## src/rtl/div_seq_ctrl.sv

```systemverilog
// rtl/div_seq_ctrl.sv - multi-cycle signed restoring divider, one quotient bit per clock
// Optional: define DIV_ZERO_SKIP_EN to bypass the iteration phase when the divisor is zero.
module div_seq_ctrl #(
  parameter int WIDTH = 32
) (
  input  logic             clk,
  input  logic             clr,
  input  logic             start,
  input  logic [WIDTH-1:0] dividend,
  input  logic [WIDTH-1:0] divisor,
  output logic             busy,
  output logic             done,
  output logic [WIDTH-1:0] quotient,
  output logic [WIDTH-1:0] remainder,
  output logic             div_by_zero
);

  localparam int CW = (WIDTH > 1) ? $clog2(WIDTH) : 1;
  localparam logic [CW-1:0] CNT_LAST = CW'(WIDTH - 1);

  localparam logic [2:0] S_IDLE = 3'd0;
  localparam logic [2:0] S_PREP = 3'd1;
  localparam logic [2:0] S_ITER = 3'd2;
  localparam logic [2:0] S_FIX  = 3'd3;
  localparam logic [2:0] S_DONE = 3'd4;

  logic [2:0]       state_q, state_d;
  logic [CW-1:0]    cnt_q, cnt_d;
  logic [WIDTH-1:0] a_in_q, a_in_d;
  logic [WIDTH-1:0] b_in_q, b_in_d;
  logic [WIDTH-1:0] aq_q, aq_d;
  logic [WIDTH-1:0] b_abs_q, b_abs_d;
  logic [WIDTH-1:0] p_q, p_d;
  logic             sign_q_q, sign_q_d;
  logic             sign_r_q, sign_r_d;
  logic [WIDTH-1:0] quotient_q, quotient_d;
  logic [WIDTH-1:0] remainder_q, remainder_d;
  logic             dvz_q, dvz_d;

  logic [WIDTH:0]   p_sh;
  logic             p_ge;
  logic             accept;

  // P never reaches |B| between steps, so only the shifted value needs the extra bit
  assign p_sh   = {p_q, aq_q[WIDTH-1]};
  assign p_ge   = (p_sh >= {1'b0, b_abs_q});
  assign accept = start && ((state_q == S_IDLE) || (state_q == S_DONE));

  always_comb begin
    state_d     = state_q;
    cnt_d       = cnt_q;
    a_in_d      = a_in_q;
    b_in_d      = b_in_q;
    aq_d        = aq_q;
    b_abs_d     = b_abs_q;
    p_d         = p_q;
    sign_q_d    = sign_q_q;
    sign_r_d    = sign_r_q;
    quotient_d  = quotient_q;
    remainder_d = remainder_q;
    dvz_d       = dvz_q;

    case (state_q)
      S_IDLE, S_DONE: begin
        if (accept) begin
          state_d = S_PREP;
          a_in_d  = dividend;
          b_in_d  = divisor;
          dvz_d   = 1'b0;
        end else begin
          state_d = S_IDLE;
        end
      end
      S_PREP: begin
        aq_d     = a_in_q[WIDTH-1] ? -a_in_q : a_in_q;
        b_abs_d  = b_in_q[WIDTH-1] ? -b_in_q : b_in_q;
        sign_q_d = a_in_q[WIDTH-1] ^ b_in_q[WIDTH-1];
        sign_r_d = a_in_q[WIDTH-1];
        p_d      = '0;
        cnt_d    = '0;
        state_d  = S_ITER;
`ifdef DIV_ZERO_SKIP_EN
        if (b_in_q == '0) state_d = S_FIX;
`else
`endif
      end
      S_ITER: begin
        p_d   = p_ge ? (p_sh[WIDTH-1:0] - b_abs_q) : p_sh[WIDTH-1:0];
        aq_d  = {aq_q[WIDTH-2:0], p_ge};
        cnt_d = cnt_q + CW'(1);
        if (cnt_q == CNT_LAST) begin
          cnt_d   = '0;
          state_d = S_FIX;
        end
      end
      S_FIX: begin
        state_d = S_DONE;
        if (b_abs_q == '0) begin
          quotient_d  = '1;
          remainder_d = a_in_q;
          dvz_d       = 1'b1;
        end else begin
          quotient_d  = sign_q_q ? -aq_q : aq_q;
          remainder_d = sign_r_q ? -p_q : p_q;
        end
      end
      default: state_d = S_IDLE;
    endcase
  end

  always_ff @(posedge clk or posedge clr) begin
    if (clr) begin
      state_q     <= S_IDLE;
      cnt_q       <= '0;
      a_in_q      <= '0;
      b_in_q      <= '0;
      aq_q        <= '0;
      b_abs_q     <= '0;
      p_q         <= '0;
      sign_q_q    <= 1'b0;
      sign_r_q    <= 1'b0;
      quotient_q  <= '0;
      remainder_q <= '0;
      dvz_q       <= 1'b0;
    end else begin
      state_q     <= state_d;
      cnt_q       <= cnt_d;
      a_in_q      <= a_in_d;
      b_in_q      <= b_in_d;
      aq_q        <= aq_d;
      b_abs_q     <= b_abs_d;
      p_q         <= p_d;
      sign_q_q    <= sign_q_d;
      sign_r_q    <= sign_r_d;
      quotient_q  <= quotient_d;
      remainder_q <= remainder_d;
      dvz_q       <= dvz_d;
    end
  end

  assign busy        = (state_q == S_PREP) || (state_q == S_ITER) || (state_q == S_FIX);
  assign done        = (state_q == S_DONE);
  assign quotient    = quotient_q;
  assign remainder   = remainder_q;
  assign div_by_zero = dvz_q;

endmodule
```

## config.mk

```make
export PLATFORM = sky130hd
export DESIGN_NAME = div_seq_ctrl
export DESIGN_NICKNAME = d
export VERILOG_FILES = /design/src/rtl/div_seq_ctrl.sv
export SDC_FILE = /design/constraint.sdc
export NUM_CORES = 1
export LEC_CHECK = 0
export CORE_ASPECT_RATIO = 1.2
export CORE_MARGIN = 4
export CORE_UTILIZATION = 35
export DETAILED_ROUTE_END_ITERATION = 16
export PLACE_DENSITY_LB_ADDON = 0.2
export SLEW_MARGIN = 20
export SYNTH_ARGS = -nofsm -noshare
export SYNTH_HDL_FRONTEND = slang
export SYNTH_SLANG_ARGS = --single-unit
```

## constraint.sdc

```tcl
create_clock -name clk -period 9.95 [get_ports clk]
set_clock_uncertainty 0.1 [all_clocks]
set_input_delay 1.99 -clock clk [delete_from_list [all_inputs] [get_ports clk]]
set_output_delay 1.99 -clock clk [all_outputs]
set_load 0.02 [all_outputs]
```

* Word level (Yosys, flattened, before mapping)
Index checks and enable logic that the tools add are counted.
Word-level totals: bits of input ports 67, logic and storage cells 56, memory bits (read-only) 0, output and inout port bits 67, memories 0, bits in writable memories 0, latch bits 0, flip-flop bits (word level) 235
Cells by class: bitwise operators 1, shifts and indexed selects 0, muxes and demuxes 17, eq/ne operators 8, reductions and logical operators 11, add/sub/neg operators 6, magnitude comparators 1, $mul 0, div/mod/pow operators 0
Operators with widths (count):
- 32-bit 2-to-1 mux | 7
- 32-bit negator | 4
- 32-bit one-hot mux with 2 select lines | 2
- 33-bit by 32-bit greater-or-equal comparator with 1-bit output | 1
- 32-bit logical NOT | 1
- 32-bit subtractor | 1
- 3-bit one-hot mux with 4 select lines | 1
- 5-bit one-hot mux with 2 select lines | 1
- 3-bit by 2-bit == test with 1-bit output, second input constant | 2
- 2-bit != test, second input constant | 3
- 5-bit by 1-bit adder with 5-bit output, second input constant | 1
- 5-bit == test, second input constant | 1
- 5-bit 2-to-1 mux | 1
- 2-bit nonzero test | 2
- 3-bit by 1-bit == test with 1-bit output, second input constant | 1
- 3-bit == test, second input constant | 1
- 3-bit logical NOT | 1
- 1-bit logical OR | 3
- 1-bit 2-to-1 mux | 3
- 3-bit 2-to-1 mux | 1
- 3-bit AND reduction | 1
- 1-bit one-hot mux with 2 select lines | 1
- 2-bit AND reduction | 1
- 2-bit OR reduction | 1
- 2 further kinds | 2

* Depth between registers and ports, before layout
depth in word-level cells 5, gate-level depth with buffers 14, gate-level depth less buffers 13

* Worst setup path before layout
OpenSTA, ideal clock, no wires.
path type input -> register, from input port start, to register a_in_q[10], setup time 0.125 ns, path slack 6.704 ns, required time 9.725 ns, cell stages on the path 4, arrival time 3.021 ns, path buffers 2, path through and2_1 clkbuf_1 clkbuf_1 mux2_2
On the way: longest elaborated chain between the ends 2
RTL lines:
- start: declaration | RTL line 8 | input logic start,
- 1-bit logical AND | RTL line 47 | assign accept = start && ((state_q == S_IDLE) || (state_q == S_DONE));
- 2-bit AND reduction (no source line)
- end signal: assignment | RTL line 128 | a_in_q <= a_in_d;
- end: declaration | RTL line 29 | logic [WIDTH-1:0] a_in_q, a_in_d;
No other way between the ends. A chain may end at the register's enable or synchronous reset.

* Worst setup path after layout
from register state_q[0], to output port done
On the way: longest elaborated chain between the ends 1
RTL lines:
- start: declaration | RTL line 27 | logic [2:0] state_q, state_d;
- start signal: assignment | RTL line 126 | state_q <= state_d;
- 3-bit == test | RTL line 142 | assign done = (state_q == S_DONE);
- end: declaration | RTL line 12 | output logic done,
No other way between the ends.

==> flow_metrics.tcl <==
set metrics [dict create \
    synthArstFlopShare 1.00 \
    fin_area_um2 16400 \
    min_from "remainder[18]" \
    die_height_um 226 \
    tns_ns 0 \
    grt_pass1_vias 11100 \
    max_freq_mhz 250 \
    grt_pass1_wl_mm 59.3 \
    cap_violations 0 \
    fillCellCount 3885 \
    cts.sinks 235 \
    wl_per_cell_um 17.0 \
    cp.arrival_ns 1.91 \
    synth.distinct_cells 67 \
    dieArea_um2 42700 \
    yosysTopAreaCellShare 0.426 \
    r2r_slack_ns 6.05 \
    syn2layout_area_growth_pct 19.0 \
    core-area_um2 38800 \
    drt_iter0_markers 534 \
    yosys.area.top_type "dfrtp_1" \
    gp_congestion 0.852 \
    drv_slew 0 \
    whs_ns 0.384 \
    status "finished, final reports clean" \
    ys_seq_area_frac 0.426 \
    vias 11100 \
    crit_path_max_fanout 5 \
    grtUsageTotal 0.168 \
    post_cts_buffers 0 \
    final-setup-viol-count 0 \
    rsz0062_at_grt "false" \
    ios 134 \
    die_x_um 189 \
    holdPathStages 2 \
    rows 79 \
    r2r.worst_path.cells 10 \
    cts-root-buf "clkbuf_16" \
    wl_mm 36.8 \
    synth_edf_count 0 \
    postCtsHoldBufs 0 \
    start_util 0.356 \
    drc_errors 0 \
    syn_area_per_cell_um2 8.98 \
    synthTopCellsByArea "dfrtp_1 43%, xor2_1 7.0%, nand2_1 5.4%, o21ai_0 4.9%, mux2_2 4.8%" \
    cts_buffers 28 \
    crit_type "reg -> out" \
    yosys-top-cells-count "235 x dfrtp_1, 199 x nand2_1, 135 x o21ai_0" \
    hold_path.class "reg -> reg" \
    insertion_delay_ns 0.56 \
    holdPathEnd "remainder[18]" \
    hpwlAfterDp_mm 27.1 \
    antenna_found_initial 0 \
    ant_nets 0 \
    p_leak_nw 6.95 \
    start_kind "flip-flop" \
    cts_tree "yes" \
    post_cts_resized 0 \
    min_period_ns 4.00 \
    port-buffer-count 133 \
    slew_headroom 0.339 \
    yosysMostFrequentCell "dfrtp_1" \
    grt_max_degree 108 \
    p_per_area_nw_per_um2 397 \
    r2r-end "aq_q[0]" \
    power_mw 6.52 \
    n_antenna_cell 0 \
    period_share 0.402 \
    cts.clk_slew.worst_paths_ns 0.06 \
    ctsLongestPathBuffers 3 \
    rr_startpoint "p_q[15]" \
    via_per_inst 5.11 \
    worstSetupEndpointType "output port" \
    synth_fp_nets 1644 \
    worst_slew_pin_slew_ns 0.992 \
    ctsHtreeMaxLevel 1 \
    syn-cell-area_um2 13800 \
    final_nets 1731 \
    first_pass_iters 4 \
    peakVddDrop_mv 0.173 \
    grt-ovfl-total 0 \
    dpl_cell_area_um2 15600 \
    final_hold_viol_count 0 \
    drive_gt1_frac 0.0792 \
    fin_util 0.423 \
    synth_seq_cells 235 \
    synth_warnings 0 \
    required_ns 7.86 \
    synthFlopType "dfrtp_1" \
    synthesis.instances 1538 \
]
## metrics by stage
stage	std cells	setup slack [ns]
after floorplan	1538	1.41
after global placement	2121	5.86
after detailed placement	2121	5.87
after CTS	2167	5.91
after global routing	2167	5.80
final	2167	5.95
## routing by layer
metal / vias up / share of wire / global-route usage
met4: 0 / 0.019 / 0.0406
met2: 198 / 0.49 / 0.303
met3: 44 / 0.037 / 0.0189
met5: - / 0 / 0
li1: 5602 / - / -
met1: 5235 / 0.45 / 0.217
## placed cells by master (no fill, tap or decap), types with 6 or more instances in the layout
| cell | count |
|---|---|
| nor4_1 | 17 |
| clkbuf_16 | 28 |
| xor2_1 | 110 |
| xnor2_1 | 31 |
| clkdlybuf4s50_1 | 133 |
| o41ai_1 | 13 |
| dfrtp_1 | 235 |
| mux2i_1 | 29 |
| nand3_1 | 23 |
| ha_1 | 38 |
| o21ai_0 | 135 |
| a21o_1 | 17 |
| nand2_1 | 198 |
| a22oi_1 | 8 |
| a31oi_1 | 14 |
| or3_1 | 18 |
| buf_4 | 11 |
| and3_1 | 8 |
| nor2_1 | 118 |
| inv_1 | 51 |
| nor3_1 | 15 |
| a21oi_1 | 106 |
| clkbuf_1 | 6 |
| mux2_2 | 59 |
| o31ai_1 | 33 |
| or4_1 | 11 |
| nand2b_1 | 10 |
| nand4_1 | 12 |
| o21ai_1 | 51 |
| nor2b_1 | 7 |
## sequential cells by signal (all words and copies together) (netlist names)
register,flops
state_q,3
aq_q,32
b_abs_q,32
sign_q_q,1
div_by_zero,1
remainder,32
a_in_q,32
quotient,32
cnt_q,5
b_in_q,32
sign_r_q,1
p_q,32
## worst max-delay path, cell delays in order, from the launching register on
cell             delay (ns)
dfrtp_1                0.43
nor2_1                 0.18
and2_1                 0.15
clkdlybuf4s50_1        0.60
## area by class of cell
| cell class | instances | area (um^2) | share of cell area |
|---|---|---|---|
| tap | 526 | 658 | 0.0400 |
| clock inverter | 7 | 77.6 | 0.00472 |
| inverter | 53 | 206 | 0.0126 |
| sequential | 235 | 5880 | 0.358 |
| clock buffer | 39 | 792 | 0.0482 |
| timing repair buffer | 144 | 1410 | 0.0860 |
| multi-input combinational | 1163 | 7400 | 0.451 |
## how the worst max path moves through the flow
stage / from / end / slack [ns] / depth (start not counted)
2_1_floorplan: clr / a_in_q[0] / 1.41 / 1
3_3_place_gp: clr / b_in_q[11] / 5.86 / 3
3_5_place_dp: clr / b_in_q[12] / 5.87 / 3
4_1_cts: state_q[0] / done / 5.91 / 3
5_1_grt: p_q[15] / aq_q[0] / 5.80 / 10
6_report: state_q[0] / done / 5.95 / 3
## where the power goes
part	internal, mW	switching (mW)
Combinational	1.51	2.07
Sequential	1.40	0.561
Clock	0.576	0.405
## cells by family after synthesis
kind of cell             after synthesis  share of synthesized area
AO/OA/AOI/OAI                        433                      0.188
XOR/XNOR                             141                     0.0894
adder cells (fa/ha/maj)               39                     0.0359
buffers and inverters                140                     0.0410
flip-flops                           235                      0.426
multiplexers                          88                     0.0691
AND/OR/NAND/NOR                      462                      0.151
Note: power is estimated with default switching activity, not from simulation.
